==> src/rtl/gnrl_demux16_pkg.sv <==
// ---------------------------------------------------------------------------
// gnrl_demux16_pkg
// Shared constants and types for the 16-lane priority select used by both the
// demux16 dispatcher and the mux16 selector.
//
// Contents:
//   DEMUX16_LANES     number of output lanes
//   DEMUX16_SEL_W     width of the priority select vector
//   DEMUX16_DFLT_LANE lane chosen when the select vector is all-zero
//   lane_onehot_t     16-bit one-hot lane vector
//   sel_is_multi_hot  true when more than one select bit is set
// ---------------------------------------------------------------------------
package gnrl_demux16_pkg;

   localparam int unsigned DEMUX16_LANES     = 16;
   localparam int unsigned DEMUX16_SEL_W     = 15;
   localparam int unsigned DEMUX16_DFLT_LANE = 15;

   typedef logic [DEMUX16_LANES-1:0] lane_onehot_t;
   typedef logic [DEMUX16_SEL_W-1:0] lane_sel_t;

   // Clearing the lowest set bit leaves a non-zero value only if another bit was set.
   function automatic logic sel_is_multi_hot(input lane_sel_t sel);
      return (sel & (sel - lane_sel_t'(1))) != '0;
   endfunction

endpackage

==> src/rtl/pri_onehot16_module.sv <==
// ---------------------------------------------------------------------------
// pri_onehot16_module
// Combinational priority decode of a 15-bit select into a 16-bit one-hot lane.
// The lowest set select bit wins; an all-zero select picks the default lane
// (bit 15). Shared by the mux16 and demux16 sides so both decode identically.
//
// Ports:
//   sel     in   15-bit priority select
//   onehot  out  16-bit one-hot lane, exactly one bit set
// ---------------------------------------------------------------------------
module pri_onehot16_module
   import gnrl_demux16_pkg::*;
(
   input  logic [DEMUX16_SEL_W-1:0] sel,
   output logic [DEMUX16_LANES-1:0] onehot
);

   always_comb begin
      logic found;
      onehot = '0;
      found  = 1'b0;
      for (int i = 0; i < int'(DEMUX16_SEL_W); i++) begin
         if (sel[i] && !found) begin
            onehot[i] = 1'b1;
            found     = 1'b1;
         end
      end
      if (!found) begin
         onehot[DEMUX16_DFLT_LANE] = 1'b1;
      end
   end

endmodule

==> src/rtl/demux16_module.sv <==
// ---------------------------------------------------------------------------
// demux16_module
// Registered 1-to-16 dispatcher with valid/ready flow control. One input beat
// (payload + priority select) is latched and offered to exactly one output
// lane until that lane accepts it. A draining beat may be replaced by a new
// one on the same edge, giving 1 beat/cycle sustained throughput.
//
// Optional feature (define DEMUX16_SEL_CHECK_EN): adds demux16_sel_err, a
// sticky flag set on any accepted beat whose select has more than one bit set.
//
// Ports:
//   clk                in   clock, rising edge
//   rst                in   synchronous active-high reset
//   demux16_in_valid   in   input beat valid
//   demux16_in_ready   out  beat can be accepted this cycle
//   demux16_sel        in   15-bit priority lane select
//   demux16_din        in   input payload
//   demux16_out_valid  out  per-lane valid, one-hot or zero
//   demux16_out_ready  in   per-lane ready
//   demux16_dout       out  shared payload bus for the flagged lane
//   demux16_sel_err    out  sticky multi-hot select flag (feature only)
// ---------------------------------------------------------------------------
module demux16_module
   import gnrl_demux16_pkg::*;
#(
   parameter int unsigned DATA_WIDTH = 32
) (
   input  logic                     clk,
   input  logic                     rst,
   input  logic                     demux16_in_valid,
   output logic                     demux16_in_ready,
   input  logic [DEMUX16_SEL_W-1:0] demux16_sel,
   input  logic [DATA_WIDTH-1:0]    demux16_din,
   output logic [DEMUX16_LANES-1:0] demux16_out_valid,
   input  logic [DEMUX16_LANES-1:0] demux16_out_ready,
   output logic [DATA_WIDTH-1:0]    demux16_dout
`ifdef DEMUX16_SEL_CHECK_EN
   ,
   output logic                     demux16_sel_err
`endif
);

   logic                  valid_q;
   lane_onehot_t          lane_q;
   logic [DATA_WIDTH-1:0] data_q;

   lane_onehot_t lane_dec;
   logic         drain;
   logic         accept;

   pri_onehot16_module u_pri_onehot16 (
      .sel    (demux16_sel),
      .onehot (lane_dec)
   );

   // Only the ready of the lane currently holding the beat matters.
   assign drain  = valid_q & |(lane_q & demux16_out_ready);
   // Combinational ready-through so a draining slot can refill on the same edge.
   assign demux16_in_ready = ~valid_q | drain;
   assign accept = demux16_in_valid & demux16_in_ready;

   always_ff @(posedge clk) begin
      if (rst) begin
         valid_q <= 1'b0;
         lane_q  <= '0;
         data_q  <= '0;
      end else if (accept) begin
         valid_q <= 1'b1;
         lane_q  <= lane_dec;
         data_q  <= demux16_din;
      end else if (drain) begin
         // Lane and data hold; only the valid flag drops.
         valid_q <= 1'b0;
      end
   end

   assign demux16_out_valid = valid_q ? lane_q : '0;
   assign demux16_dout      = data_q;

`ifdef DEMUX16_SEL_CHECK_EN
   logic sel_err_q;

   always_ff @(posedge clk) begin
      if (rst) begin
         sel_err_q <= 1'b0;
      end else if (accept && sel_is_multi_hot(demux16_sel)) begin
         sel_err_q <= 1'b1;
      end
   end

   assign demux16_sel_err = sel_err_q;
`endif

endmodule

==> config.mk <==
export PLATFORM = sky130hd
export DESIGN_NAME = demux16_module
export DESIGN_NICKNAME = d
export VERILOG_FILES = /design/src/rtl/gnrl_demux16_pkg.sv /design/src/rtl/pri_onehot16_module.sv /design/src/rtl/demux16_module.sv
export SDC_FILE = /design/constraint.sdc
export NUM_CORES = 1
export LEC_CHECK = 0
export ABC_AREA = 1
export CAP_MARGIN = 10
export CORE_MARGIN = 1
export CORE_UTILIZATION = 41
export CTS_CLUSTER_SIZE = 14
export DETAILED_ROUTE_END_ITERATION = 8
export GPL_TIMING_DRIVEN = 0
export PLACE_DENSITY_LB_ADDON = 0.12
export RECOVER_POWER = 25
export SKIP_LAST_GASP = 1
export SLEW_MARGIN = 20
export SYNTH_ARGS = -nofsm -noshare
export SYNTH_HDL_FRONTEND = slang
export SYNTH_SLANG_ARGS = --single-unit
==> constraint.sdc <==
create_clock -name clk -period 2.8 [get_ports clk]
set_input_delay 0.56 -clock clk [delete_from_list [all_inputs] [get_ports clk]]
set_output_delay 0.56 -clock clk [all_outputs]
set_load 0.02 [all_outputs]
==> out/qor.txt, run 1 <==
CTS Sinks - 49
Worst Hold Class - reg2reg
Post-synth top cells - nor2_1, dfxtp_1, o21ai_0
Nets@finish - 472
Initial core utilization - 0.427
First-pass GRT wire length - 8590 um
Die Footprint - 5240 um^2
Count of final hold-check violations - 0
Clock Latency Late Sink - 0.30 ns
Core area - 4750 um^2
DR DRC count - 0
CP Data Arrival Time - 2.04 ns
Gr ovfl total - 0
Routed wire length - 5370 um
Antenna cells - 0
Post-route ant nets - 0
Maxcap violations - 0
Crit Path Class - reg2out
Flops & latches, synth - 49
Post-synth EDFFs - 0
Vias per inst - 4.58
Synth Flop Type - dfxtp_1
Via count - 2167
Gate Count Post-Synth - 286
Fmax - 385 MHz
Largest net degree at the start of global routing - 15
Area share of the largest cell type after synthesis - 0.483
Crit end category - primary output
Die H - 72.4 um
DP HPWL - 4070 um
Slew @ Worst Pin - 0.441 ns
Clock transition at path regs - 0.08 ns
CP max stage cell - clkdlybuf4s50_1
Worst IR Drop VDD - 0.000376 V
Port Buffers - 113
Syn_area_per_cell - 7.10 um^2
Crit path depth - 5
Pleak - 1.48 nW
# rows - 25
RSZ-0062 raised after global routing - false
Vias in the first global route - 1962
Max stage delay on crit path - 0.60 ns
Post-route cell area - 3350 um^2
Number of distinct library cells after synthesis - 21
Async SR Flop Fraction - 0
CP max FO - 10
Cell family with most CP delay - buffers and inverters
Max clock buf depth - 2
Post-cts hold buffer count - 0
Most common cell in the synthesized netlist - nor2_1
Syn nets - 352
Worst-case reg-to-reg path depth - 7
Hold Path Depth - 2
Crit-path cells - clkbuf_1 -> clkbuf_1 -> nand2_1 -> inv_1 -> clkdlybuf4s50_1
Run status - finished clean
Setup TNS - 0 ns
Fin crit share - 0.928
Placed Instance Area - 3240 um^2
Ports - 115
Slew headroom - 0.706
Slew Limit Fails - 0
Root Buffer Master - clkbuf_8
Setup Buffers After CTS - 0
WL per Instance - 11.3 um
Area leader, netlist - dfxtp_1
Pre-antenna DRT Iters - 4
CTS H-tree lvls - 2
Final worst path period need - 2.60 ns
Post-synthesis cell area - 2030 um^2
WP buf/inv - 4
Layout area overhead - 65.0%
Routability Congestion - 0.722
PwrDens - 500 nW/um^2
Post-synthesis sequential area ratio - 0.483
Post-cts resize count - 0
Die W - 72.4 um
Critical Path RT - 2.24 ns
# setup viols final - 0
Fin Clk Skew - 0.00745 ns
Share of cells above drive strength 1 - 0.0542
Initial antenna violation count - 0
Total track usage - 0.210
Top cells by area, synth - dfxtp_1, nor2_1, o21ai_0
Yosys warning total - 0
Cell repeated most along the worst path - clkbuf_1
Startpoint types - flip-flop
DRT iter0 DRCs - 73
CTS tree - yes
Num CTS Buffers - 5
[power breakdown]
group	switching [W]	internal, W	total, W
sequential	0.0000284	0.000754	0.000782
clock	0.000229	0.000260	0.000489
combinational	0.000205	0.000199	0.000404
[registers in the layout, indices dropped and copies added, names as in the netlist]
signal	flops
demux16_dout	32
lane_q	16
valid_q	1
[final timing paths]
| path | from | to | slack [ns] |
|---|---|---|---|
| worst max-delay path | valid_q | demux16_out_valid[4] | 0.20 |
| worst min-delay path | demux16_dout[21] | demux16_dout[21] | 0.48 |
| worst max register to register | valid_q | lane_q[8] | 1.17 |
| worst min register to register | demux16_dout[21] | demux16_dout[21] | 0.48 |
[layout by cell type, fill, tap and decap left out]
cell type,Yosys,routed
nand4_2,2,2
clkdlybuf4s50_1,0,89
inv_1,27,27
bufinv_16,0,1
a22oi_1,1,1
o21ai_0,40,40
nor3_1,2,2
nand3b_1,1,1
nand2_2,1,1
nand4_1,7,7
nor2_2,3,3
nand3_1,7,7
nor2_4,1,1
nand3_2,1,1
nor4_1,1,1
dfxtp_1,49,49
a21oi_1,14,14
dlygate4sd3_1,0,24
buf_2,6,6
a211oi_1,1,1
clkbuf_1,10,10
nand2_1,39,39
clkinv_2,0,1
nor2_1,72,72
clkbuf_8,0,5
inv_2,1,1
[worst register-to-register path: stages, from the launching register on]
cell and delay [ns]:
dfxtp_1 0.32, clkbuf_1 0.28, nand3_1 0.21, nand2_2 0.18, inv_2 0.10, buf_2 0.19
o21ai_0 0.18, nor2_1 0.06
[layout make-up]
type,instances,area [um^2]
buffer,16,67.6
clock buffer,5,68.8
clock inverter,2,35.0
fill,418,1410
inverter,28,105
multi-input combinational,193,876
sequential,49,981
tap,67,83.8
timing repair buffer,113,1130
[cell families after synthesis]
| kind of cell | share of synthesized area |
|---|---|
| flip-flops | 0.483 |
| AO/OA/AOI/OAI | 0.141 |
| buffers and inverters | 0.0851 |
| AND/OR/NAND/NOR | 0.291 |
[routing by layer]
metal	wire length [um]	GRT usage	part of all wire	vias up
met1	2320	0.248	0.43	941
met3	463	0.0792	0.086	6
met4	48	0.0588	0.0089	0
met2	2540	0.356	0.47	67
met5	0	0	0	-
li1	-	-	-	1153
[per-stage QoR]
step | utilization | hold WS [ns] | total power [W] | setup WS [ns] | instances
after detailed placement | 0.682 | 0.473 | 0.00122 | 0.216 | 466
after global placement | 0.682 | 0.461 | 0.00121 | 0.235 | 466
after CTS | 0.704 | 0.491 | 0.00170 | 0.153 | 473
after floorplan | - | 0.458 | 0.000989 | 1.04 | 286
after global routing | 0.704 | 0.503 | 0.00176 | 0.0492 | 473
final | 0.704 | 0.484 | 0.00168 | 0.203 | 473
Note: power is estimated with default switching activity, not from simulation.
==> run 2: changes to the inputs <==
==> constraint.sdc (replaced) <==
create_clock -name clk -period 2.8 [get_ports clk]
set_input_delay 0.56 -clock clk [delete_from_list [all_inputs] [get_ports clk]]
set_output_delay 0.56 -clock clk [all_outputs]
set_load 0.01 [all_outputs]
==> results of run 2 <==
Same layout as run 1 (identical final DEF). Status: finished clean.
Among the figures that moved: setup slack after placement 0.216 ns -> 0.276 ns; setup slack after layout 0.203 ns -> 0.271 ns; total power 0.00168 W -> 0.00164 W; worst IR drop on VDD 0.000376 V -> 0.000371 V
